$ cat src/rtl/symbol_stream_gen.sv
// Game-round symbol source: emits LFSR-derived 2-bit symbols at a fixed cadence
// between start/stop pulses and keeps a saturating count of target-symbol hits.
module symbol_stream_gen #(
  parameter int unsigned TICK_DIV  = 50_000_000,
  parameter logic [15:0] LFSR_SEED = 16'hACE1
) (
  input  logic       Clk100M,
  input  logic       RstN,
  input  logic       startGen,
  input  logic       stopGen,
  output logic       busy,
  output logic       symValid,
  output logic [1:0] symCode,
  output logic [1:0] targetSym,
  output logic [7:0] targetCount,
  output logic       done
);

  localparam int DIV_W = (TICK_DIV > 2) ? $clog2(TICK_DIV) : 1;
  localparam logic [DIV_W-1:0] DIV_LAST = DIV_W'(TICK_DIV - 1);

  typedef enum logic [1:0] {
    S_IDLE = 2'd0,
    S_RUN  = 2'd1,
    S_DONE = 2'd2
  } state_t;

  state_t           state_q;
  logic [DIV_W-1:0] div_q;
  logic [15:0]      lfsr_q;
  logic [15:0]      lfsr_d;
  logic             busy_q;
  logic             sym_valid_q;
  logic [1:0]       sym_code_q;
  logic [1:0]       target_sym_q;
  logic [7:0]       target_count_q;
  logic             done_q;
  logic             tick;

  // Galois right shift for x^16+x^14+x^13+x^11+1.
  assign lfsr_d = lfsr_q[0] ? ((lfsr_q >> 1) ^ 16'hB400) : (lfsr_q >> 1);
  assign tick   = (state_q == S_RUN) && (div_q == DIV_LAST);

  always_ff @(posedge Clk100M or negedge RstN) begin
    if (!RstN) begin
      state_q        <= S_IDLE;
      div_q          <= '0;
      lfsr_q         <= LFSR_SEED;
      busy_q         <= 1'b0;
      sym_valid_q    <= 1'b0;
      sym_code_q     <= 2'd0;
      target_sym_q   <= 2'd0;
      target_count_q <= 8'd0;
      done_q         <= 1'b0;
    end else begin
      case (state_q)
        S_IDLE: begin
          lfsr_q      <= lfsr_d;
          done_q      <= 1'b0;
          sym_valid_q <= 1'b0;
          if (startGen) begin
            state_q        <= S_RUN;
            target_sym_q   <= lfsr_q[3:2];
            target_count_q <= 8'd0;
            div_q          <= '0;
            busy_q         <= 1'b1;
          end
        end
        S_RUN: begin
          // Stop outranks a coincident tick: no strobe, count or LFSR step.
          if (stopGen) begin
            state_q     <= S_DONE;
            busy_q      <= 1'b0;
            sym_valid_q <= 1'b0;
            div_q       <= '0;
          end else if (tick) begin
            div_q       <= '0;
            sym_valid_q <= 1'b1;
            sym_code_q  <= lfsr_q[1:0];
            lfsr_q      <= lfsr_d;
            if ((lfsr_q[1:0] == target_sym_q) && (target_count_q != 8'hFF)) begin
              target_count_q <= target_count_q + 8'd1;
            end
          end else begin
            div_q       <= div_q + DIV_W'(1);
            sym_valid_q <= 1'b0;
          end
        end
        S_DONE: begin
          state_q     <= S_IDLE;
          done_q      <= 1'b1;
          sym_valid_q <= 1'b0;
          lfsr_q      <= lfsr_d;
        end
        default: begin
          state_q <= S_IDLE;
          busy_q  <= 1'b0;
        end
      endcase
    end
  end

  assign busy        = busy_q;
  assign symValid    = sym_valid_q;
  assign symCode     = sym_code_q;
  assign targetSym   = target_sym_q;
  assign targetCount = target_count_q;
  assign done        = done_q;

endmodule
$ cat config.mk
export PLATFORM = sky130hd
export DESIGN_NAME = symbol_stream_gen
export DESIGN_NICKNAME = d
export VERILOG_FILES = /design/src/rtl/symbol_stream_gen.sv
export SDC_FILE = /design/constraint.sdc
export NUM_CORES = 1
export LEC_CHECK = 0
export BUFFER_PORTS_ARGS = -buffer_cell sky130_fd_sc_hd__buf_2
export CAP_MARGIN = 10
export CORE_MARGIN = 2
export CORE_UTILIZATION = 60
export DETAILED_ROUTE_END_ITERATION = 10
export PLACE_DENSITY = 0.79
export SLEW_MARGIN = 20
export SYNTH_ARGS = -nofsm -noshare
export SYNTH_HDL_FRONTEND = slang
export SYNTH_SLANG_ARGS = --single-unit
$ cat constraint.sdc
create_clock -name Clk100M -period 2.9 [get_ports Clk100M]
set_input_delay 0.58 -clock Clk100M [delete_from_list [all_inputs] [get_ports Clk100M]]
set_output_delay 0.58 -clock Clk100M [all_outputs]
set_load 0.01 [all_outputs]
==> key figures, run 1 <==
STA
  • RSZ-0062 raised after global routing: no
  • Minimum clock period: 2.19 ns
  • Max Freq: 0.456 GHz
  • # setup viols final: 0
  • Final Hold Vio Count: 0
  • Relative slew slack: 53.9%
  • Fin Hold WS: 0.280 ns
  • Final Max Slew Viols: 0
  • Setup TNS: 0 ns
  • Fin crit share: 75.6%
  • Worst Tran Pin Value: 0.691 ns
  • Layout Skew: 0.00688 ns

Critical path
  • Critical Path Start: div_q[7]$_DFFE_PN0P_
  • R2r setup slk: 0.71 ns
  • Reg2Reg Launch Point: div_q[7]$_DFFE_PN0P_
  • Crit path kind: register to register
  • Worst setup path end: lfsr_q[1]$_DFFE_PN0P_
  • Critical Path Source Type: register
  • R2r endpoint: lfsr_q[1]$_DFFE_PN0P_
  • Register-to-Register Path Depth: 5
  • WP data required: 3.13 ns
  • Maximum fanout along the worst path: 16
  • Endpoint type of the worst setup path: register
  • WP data arrival: 2.42 ns

Drt
  • WL/cell: 16.1 µm
  • ANT nets after route: 0
  • DRC: 0
  • 1st-iter DRT viols: 137
  • Avg Vias per Cell: 5.85
  • Initial DRT Pass Iterations: 4
  • Vias: 2224
  • Routed wire length: 6.10 mm

Global routing
  • First-pass GRT wire length: 10.1 mm
  • Initial antenna violation count: 0
  • Vias in the first global route: 2164
  • Largest net degree at the start of global routing: 33
  • Total gr overflow: 0
  • Gr usage total: 24.2%

Synthesis
  • Mean Syn Cell Area: 10.7 µm²
  • YS warnings: 0
  • Ys flop type: dfrtp_1
  • Synthesized instance count: 285
  • Netlist area before placement: 3060 µm²
  • EDFF count, synth: 0
  • Library cells used by synthesis: 54
  • Syn_nets: 291
  • Register area share after synthesis: 48.6%
  • Asr flop ratio synth: 100%
  • Yosys reg bits: 59

CTS
  • Deepest clock path buffer count: 2
  • Clock transition at the registers of the reported paths: 0.07 ns
  • Clock sink count: 59
  • Num CTS Buffers: 9
  • CTS Hold Bufs: 0
  • Setup Fix Bufs, Post-CTS: 0
  • Cts repair resizes: 0
  • Worst skew pair latency: 0.34 ns
  • Root buf cell: clkbuf_8
  • TritonCTS clock tree: done
  • H-tree depth: 3

Power
  • P_sw: 545 µW
  • Flop pwr share: 48.4%
  • Internal: 1280 µW
  • PwrDens: 538 nW/µm²
  • Static Leak: 0.00158 µW
  • Sw Share: 29.9%
  • Total Power: 1820 µW
  • Peak supply drop: 0.447 mV
  • Comb power frac: 13.4%
  • Clock share of power: 38.1%

Cells and area
  • Area delta synth->final: 10.8%
  • N_diodes: 0
  • Commonest non-fill, non-tap cells in the layout: dfrtp_1 (51), nand2_1 (29), nor2_1 (22), nand3_1 (21), buf_2 (18)
  • Most common cell after layout, fill and taps aside: dfrtp_1
  • Final nets: 314
  • Share of cells above drive strength 1: 25.6%
  • Post-route cell area: 3390 µm²

Placement
  • Input/output buffers: 18
  • DPL Wire Length: 4.25 mm
  • Post-DP Area: 3200 µm²
  • Gpl congestion: 0.860

Floorplanning
  • Rows: 25
  • Top-Level Pins: 19
  • Initial Util: 63.5%
  • Die Wd: 75.4 µm
  • Die height: 75.4 µm
  • Core ar.: 4820 µm²
  • DIE AREA: 5680 µm²

Job
  • Max cap viols: 0

Hold path
  • Worst hold path class: input port to asynchronous set/reset pin

Outcome
  • Outcome: finished clean
## how the worst min path moves through the flow
stage,from,endpoint,slack [ns],cells after the start
floorplan,RstN,busy$_DFFE_PN0P_,0.28,0
global placement,done$_DFFE_PN0N_,done$_DFFE_PN0N_,0.46,2
detailed placement,done$_DFFE_PN0N_,done$_DFFE_PN0N_,0.47,2
CTS,RstN,div_q[4]$_DFFE_PN0P_,0.29,1
global route,RstN,div_q[2]$_DFFE_PN0P_,0.33,1
finish,RstN,div_q[10]$_DFFE_PN0P_,0.28,1
## cell type report
cell class / instances / area, µm²
sequential: 59 / 1490
fill: 376 / 1430
multi-input combinational: 211 / 1490
timing repair buffer: 23 / 128
tap: 67 / 83.8
clock inverter: 6 / 47.5
clock buffer: 10 / 138
inverter: 4 / 15.0
## synth_stat cells (5+ instances only)
cell     instances  area (µm²)
xnor2_1          5        43.8
mux2_4          10         150
mux2_2           9         101
nor2_1          22        82.6
dfstp_2          8         210
o21ai_0         13        65.1
nand4_1         12        75.1
nor4_1           5        31.3
nand2_1         29         109
and3_1           5        31.3
dfrtp_1         51        1280
a21oi_1          6        30.0
nand3_1         21         105
buf_2            5        25.0
xor2_1          13         114
## metrics by stage
| stage | worst slack [ns] | utilization [%] | instances |
|---|---|---|---|
| after floorplan | 0.833 | - | 285 |
| after global placement | 0.745 | 66.5 | 364 |
| after detailed placement | 0.706 | 66.5 | 364 |
| after CTS | 0.707 | 70.3 | 380 |
| after global routing | 0.549 | 70.3 | 380 |
| final | 0.707 | 70.3 | 380 |
## critical path, cell delays in order (launching register included)
cell	delay, ns
dfrtp_1	0.47
nor3b_1	0.39
nand4_2	0.21
o41ai_4	0.32
buf_4	0.32
mux2_2	0.37
## logic make-up (layout without fill, tap and decap cells)
logic type / count (synthesis) / count (layout) / share of synthesized area (%)
flip-flops: 59 / 59 / 48.6
AO/OA/AOI/OAI: 40 / 40 / 9.41
XOR/XNOR: 18 / 18 / 5.16
multiplexers: 20 / 20 / 8.56
AND/OR/NAND/NOR: 131 / 131 / 24.8
adder cells (fa/ha/maj): 2 / 2 / 0.819
buffers and inverters: 15 / 43 / 2.66
## registers in the layout (all words and copies together), names as in the netlist
| name | flops |
|---|---|
| busy | 1 |
| div_q | 26 |
| done | 1 |
| lfsr_q | 16 |
| state_q | 2 |
| symCode | 2 |
| symValid | 1 |
| targetCount | 8 |
| targetSym | 2 |
## power by group through the flow
stage | Clock, µW | Sequential, µW | Combinational (µW)
after floorplan | 0 | 881 | 189
after global placement | 0 | 894 | 240
after detailed placement | 0 | 897 | 245
after CTS | 711 | 882 | 247
after global routing | 750 | 886 | 269
final | 695 | 882 | 245
## layer usage
layer  track usage [%]  wire length (µm)  vias to the layer above
met5                 0                 0                        -
li1                  -                 -                     1081
met2              35.7              2820                       52
met1              34.0              2940                     1085
met3              8.33               286                        6
met4              7.80                61                        0
Note: power is estimated with default switching activity, not from simulation.
==> run 2, diff against run 1 <==
==> constraint.sdc (replaced) <==
create_clock -name Clk100M -period 2.1 [get_ports Clk100M]
set_input_delay 0.42 -clock Clk100M [delete_from_list [all_inputs] [get_ports Clk100M]]
set_output_delay 0.42 -clock Clk100M [all_outputs]
set_load 0.01 [all_outputs]
==> key figures, run 2 (synthesized netlist as in run 1, its figures left out) <==
Critical path
  • Crit path kind: register to register (unchanged)
  • WP data arrival: 2.31 ns (was 2.42 ns)
  • Endpoint type of the worst setup path: register (unchanged)
  • R2r setup slk: 0.03 ns (was 0.71 ns)
  • WP data required: 2.34 ns (was 3.13 ns)
  • Critical Path Source Type: register (unchanged)
  • Maximum fanout along the worst path: 8 (was 16)

Placement
  • DPL Wire Length: 4.75 mm (was 4.25 mm)
  • Input/output buffers: 18 (unchanged)
  • Gpl congestion: 0.858 (was 0.860)
  • Post-DP Area: 3370 µm² (was 3200 µm²)

Floorplanning
  • Core ar.: 4820 µm² (unchanged)
  • Top-Level Pins: 19 (unchanged)
  • Rows: 25 (unchanged)
  • Initial Util: 63.5% (unchanged)
  • DIE AREA: 5680 µm² (unchanged)
  • Die height: 75.4 µm (unchanged)
  • Die Wd: 75.4 µm (unchanged)

Drt
  • WL/cell: 18.0 µm (was 16.1 µm)
  • Vias: 2511 (was 2224)
  • Routed wire length: 7.25 mm (was 6.10 mm)
  • Initial DRT Pass Iterations: 5 (was 4)
  • Avg Vias per Cell: 6.25 (was 5.85)
  • DRC: 0 (unchanged)
  • 1st-iter DRT viols: 239 (was 137)
  • ANT nets after route: 0 (unchanged)

Global routing
  • Initial antenna violation count: 0 (unchanged)
  • Total gr overflow: 0 (unchanged)
  • Gr usage total: 27.3% (was 24.2%)
  • First-pass GRT wire length: 11.3 mm (was 10.1 mm)
  • Vias in the first global route: 2320 (was 2164)
  • Largest net degree at the start of global routing: 37 (was 33)

Cells and area
  • Final Util: 76.3% (was 70.3%)
  • N_diodes: 0 (unchanged)
  • Most common cell after layout, fill and taps aside: dfrtp_1 (unchanged)
  • Commonest non-fill, non-tap cells in the layout: dfrtp_1 (51), nand2_1 (29), buf_4 (24), nor2_1 (22), nand3_1 (20) (was dfrtp_1 (51), nand2_1 (29), nor2_1 (22), nand3_1 (21), buf_2 (18))
  • Post-route cell area: 3670 µm² (was 3390 µm²)
  • Largest Register: div_q (unchanged)
  • Area delta synth->final: 20.2% (was 10.8%)
  • Largest register FFs: 26 (unchanged)
  • Share of cells above drive strength 1: 31.9% (was 25.6%)
  • Final nets: 336 (was 314)

STA
  • Final Hold Vio Count: 0 (unchanged)
  • Relative slew slack: 61.9% (was 53.9%)
  • Fin crit share: 98.6% (was 75.6%)
  • Max Freq: 0.483 GHz (was 0.456 GHz)
  • Minimum clock period: 2.07 ns (was 2.19 ns)
  • Worst Tran Pin Value: 0.571 ns (was 0.691 ns)
  • # setup viols final: 0 (unchanged)
  • Layout Skew: 0.0105 ns (was 0.00688 ns)
  • Final Max Slew Viols: 0 (unchanged)

Hold path
  • Worst hold path class: input port to asynchronous set/reset pin (unchanged)

CTS
  • Root buf cell: clkbuf_8 (unchanged)
  • CTS Hold Bufs: 0 (unchanged)
  • Clock transition at the registers of the reported paths: 0.08 ns (was 0.07 ns)
  • TritonCTS clock tree: done (unchanged)
  • Deepest clock path buffer count: 2 (unchanged)
  • H-tree depth: 3 (unchanged)
  • Clock sink count: 59 (unchanged)
  • Num CTS Buffers: 9 (unchanged)
  • Worst skew pair latency: 0.35 ns (was 0.34 ns)

Power
  • Peak supply drop: 0.656 mV (was 0.447 mV)
  • PwrDens: 755 nW/µm² (was 538 nW/µm²)
  • Static Leak: 0.00174 µW (was 0.00158 µW)

Job
  • Max cap viols: 0 (unchanged)

Outcome
  • Outcome: finished clean (unchanged)
## run 2: cell type report
cell class | instances | area [µm²]
inverters | 4 | 15.0
clock inverters | 7 | 85.1
multi-input cells | 211 | 1540
repair buffers | 45 | 335
fillers | 337 | 1140
clock buffers | 9 | 124
flip-flops and latches | 59 | 1490
well taps | 67 | 83.8
## run 2: final timing paths
path / from / cells after the start / end
worst min register to register: done$_DFFE_PN0N_ / 2 / done$_DFFE_PN0N_
min in group Clk100M: stopGen / 3 / state_q[1]$_DFFE_PN0P_
worst max-delay path: div_q[0]$_DFFE_PN0P_ / 7 / lfsr_q[3]$_DFFE_PN0P_
worst min-delay path: RstN / 1 / div_q[5]$_DFFE_PN0P_
max in group asynchronous: RstN / 2 / lfsr_q[0]$_DFFE_PN1P_
worst max register to register: div_q[0]$_DFFE_PN0P_ / 7 / lfsr_q[3]$_DFFE_PN0P_
## run 2: power by group
group	leakage, µW	internal [µW]	switching (µW)
combinational	0.000843	199	261
clock	0.000106	570	531
sequential	0.000788	1170	46.2
## run 2: metal layers
layer  vias up  track usage, %  wire, µm
met3        24            7.01       463
met4         0            10.7       191
met1      1246            37.9      3180
li1       1131               -         -
met2       110            41.4      3420
met5         -               0         0
## run 2: per-stage QoR
stage	power, µW	hold WS (ns)	cells	TNS [ns]	worst slack, ns
after floorplan	1480	0.124	285	0	0.0329
after global placement	1620	0.439	383	0	0.0773
after detailed placement	1630	0.443	383	0	0.0218
after CTS	2720	0.0705	399	0	0.0335
after global routing	2870	0.104	402	-0.220	-0.0526
final	2770	0.0527	402	0	0.0286
## run 2: what timing repair did
item	in CTS	in global routing
gates resized for setup	1	8
pin swaps	1	3
cloned	0	1
buffers inserted	0	2
setup endpoints to repair	2	9
## run 2: worst max-delay path, stage by stage, from the launching register on
cell     delay [ns]
dfrtp_1        0.42
ha_4           0.17
and4b_1        0.24
nand4_4        0.13
o41ai_4        0.31
buf_4          0.20
buf_12         0.14
mux2_2         0.34
==> run 3, diff against run 2 <==
--- a/config.mk
+++ b/config.mk
@@ -7,10 +7,12 @@
 export LEC_CHECK = 0
 export BUFFER_PORTS_ARGS = -buffer_cell sky130_fd_sc_hd__buf_2
 export CAP_MARGIN = 10
+export CELL_PAD_IN_SITES_DETAIL_PLACEMENT = 1
+export CELL_PAD_IN_SITES_GLOBAL_PLACEMENT = 2
 export CORE_MARGIN = 2
-export CORE_UTILIZATION = 60
+export CORE_UTILIZATION = 40
 export DETAILED_ROUTE_END_ITERATION = 10
-export PLACE_DENSITY = 0.79
+export PLACE_DENSITY_LB_ADDON = 0.1
 export SLEW_MARGIN = 20
 export SYNTH_ARGS = -nofsm -noshare
 export SYNTH_HDL_FRONTEND = slang
==> key figures, run 3 (synthesized netlist as in run 1, its figures left out) <==
Power
  • Peak supply drop: 0.496 mV (was 0.656 mV)
  • Sw Share: 30.4% (was 30.2%)
  • P_sw: 849 µW (was 837 µW)
  • PwrDens: 756 nW/µm² (was 755 nW/µm²)
  • Flop pwr share: 42.8% (was 43.8%)
  • Comb power frac: 17.4% (was 16.6%)
  • Static Leak: 0.00175 µW (was 0.00174 µW)
  • Clock share of power: 39.8% (was 39.6%)
  • Internal: 1950 µW (was 1940 µW)

Global routing
  • Initial antenna violation count: 0 (unchanged)
  • Largest net degree at the start of global routing: 60 (was 37)
  • Vias in the first global route: 2537 (was 2320)
  • Gr usage total: 19.3% (was 27.3%)
  • Total gr overflow: 0 (unchanged)
  • First-pass GRT wire length: 12.7 mm (was 11.3 mm)

STA
  • Fin Hold WS: 0.0438 ns (was 0.0527 ns)
  • RSZ-0062 raised after global routing: no
  • Max Freq: 0.497 GHz (was 0.483 GHz)
  • Final Hold Vio Count: 0 (unchanged)
  • Layout Skew: 0.0106 ns (was 0.0105 ns)
  • Worst Tran Pin Value: 0.440 ns (was 0.571 ns)
  • Relative slew slack: 70.6% (was 61.9%)
  • Minimum clock period: 2.01 ns (was 2.07 ns)
  • # setup viols final: 0 (unchanged)
  • Fin crit share: 95.8% (was 98.6%)
  • Setup TNS: 0 ns (unchanged)
  • Final Max Slew Viols: 0 (unchanged)

Critical path
  • WP data arrival: 2.25 ns (was 2.31 ns)
  • WP data required: 2.33 ns (was 2.34 ns)
  • Critical Path Source Type: register (unchanged)
  • Slowest Stage Delay on Critical Path: 0.48 ns (was 0.42 ns)
  • Maximum fanout along the worst path: 16 (was 8)
  • Crit-path slowest cell: dfrtp_1 (unchanged)
  • Critical path, cell by cell: nor4b_4, nand4_2, o41ai_4, buf_12, mux2_2 (was ha_4, and4b_1, nand4_4, o41ai_4, buf_4, buf_12, mux2_2)
  • R2r setup slk: 0.09 ns (was 0.03 ns)
  • Endpoint type of the worst setup path: register (unchanged)
  • Crit path kind: register to register (unchanged)

Cells and area
  • Commonest non-fill, non-tap cells in the layout: dfrtp_1 (51), nand2_1 (29), buf_4 (28), nor2_1 (22), nand3_1 (20) (was dfrtp_1 (51), nand2_1 (29), buf_4 (24), nor2_1 (22), nand3_1 (20))
  • Largest register FFs: 26 (unchanged)
  • Final Util: 50.4% (was 76.3%)
  • Final nets: 340 (was 336)
  • Share of cells above drive strength 1: 32.2% (was 31.9%)
  • Most common cell after layout, fill and taps aside: dfrtp_1 (unchanged)
  • N_diodes: 0 (unchanged)
  • Fillers: 816 (was 337)
  • Largest Register: div_q (unchanged)
  • Area delta synth->final: 21.0% (was 20.2%)

Floorplanning
  • Die height: 91.4 µm (was 75.4 µm)
  • DIE AREA: 8360 µm² (was 5680 µm²)
  • Top-Level Pins: 19 (unchanged)
  • Initial Util: 41.7% (was 63.5%)
  • Die Wd: 91.4 µm (was 75.4 µm)
  • Core ar.: 7330 µm² (was 4820 µm²)
  • Rows: 31 (was 25)

Drt
  • ANT nets after route: 0 (unchanged)
  • Met3 WL: 219 µm (was 463 µm)
  • 1st-iter DRT viols: 107 (was 239)
  • Routed wire length: 7.59 mm (was 7.25 mm)
  • Avg Vias per Cell: 5.44 (was 6.25)
  • Vias: 2383 (was 2511)
  • Initial DRT Pass Iterations: 4 (was 5)
  • M1 wire length: 3.84 mm (was 3.18 mm)
  • Top layer used by detailed routing: met4 (unchanged)
  • DRC: 0 (unchanged)
  • WL met2: 3.45 mm (was 3.42 mm)
  • WL/cell: 17.3 µm (was 18.0 µm)

CTS
  • TritonCTS clock tree: done (unchanged)
  • Clock transition at the registers of the reported paths: 0.07 ns (was 0.08 ns)
  • CTS Hold Bufs: 0 (unchanged)
  • Num CTS Buffers: 9 (unchanged)
  • Clock sink count: 59 (unchanged)
  • Deepest clock path buffer count: 2 (unchanged)
  • H-tree depth: 3 (unchanged)
  • Worst skew pair latency: 0.35 ns (about the same)
  • Setup Fix Bufs, Post-CTS: 0 (unchanged)
  • Root buf cell: clkbuf_8 (unchanged)

Hold path
  • Worst hold path class: input port to asynchronous set/reset pin (unchanged)

Outcome
  • Outcome: finished clean (unchanged)

Placement
  • Input/output buffers: 18 (unchanged)
  • DPL Wire Length: 5.31 mm (was 4.75 mm)
  • Gpl congestion: 0.822 (was 0.858)

Job
  • Max cap viols: 0 (unchanged)
## run 3: cell type report
cell class	instances	area (µm²)	share of cell area [%]
clock buffers	9	124	3.35
clock inverters	7	82.6	2.23
inverters	4	15.0	0.406
multi-input cells	211	1510	40.7
flip-flops and latches	59	1490	40.2
well taps	99	124	3.35
repair buffers	49	360	9.75
## run 3: stage by stage
stage	setup slack (ns)	total power (µW)	std cells	instance area [µm²]
global route	0.0119	2910	438	3700
CTS	0.0385	2820	438	3680
global placement	0.0615	1700	422	3470
finish	0.0879	2800	438	3700
floorplan	0.0329	1480	285	3060
detailed placement	0.0419	1710	422	3470
## run 3: routing by layer
layer  vias up  GRT usage [%]
met5         -              0
met3         7           4.65
met1      1217           27.0
li1       1139              -
met2        20           29.3
met4         0           6.57
## run 3: power groups by stage
stage	Combinational, µW	Sequential [µW]	Clock (µW)
floorplan	261	1220	0
global placement	487	1220	0
detailed placement	490	1220	0
CTS	493	1200	1130
global route	524	1200	1180
finish	485	1200	1110
## run 3: path summary, 6_finish.rpt
path | startpoint | end | depth (start not counted)
hold reg to reg | done$_DFFE_PN0N_ | done$_DFFE_PN0N_ | 2
setup reg to reg | div_q[10]$_DFFE_PN0P_ | lfsr_q[4]$_DFFE_PN0P_ | 5
min in group Clk100M | stopGen | state_q[0]$_DFFE_PN0P_ | 3
setup / recovery | div_q[10]$_DFFE_PN0P_ | lfsr_q[4]$_DFFE_PN0P_ | 5
max in group asynchronous | RstN | lfsr_q[7]$_DFFE_PN1P_ | 2
hold / removal | RstN | div_q[25]$_DFFE_PN0P_ | 2
## run 3: repair_timing
action / CTS / global route
setup endpoints to repair: 0 / 6
endpoints found under the hold margin: 0 / 0
gates resized for setup: 0 / 3
## run 3: critical path: cells and delay by family (launching register included)
family,cells,cell delay (ns)
simple gates,2,0.47
flops,1,0.48
buf+inv,1,0.21
compound gates,1,0.39
mux,1,0.35
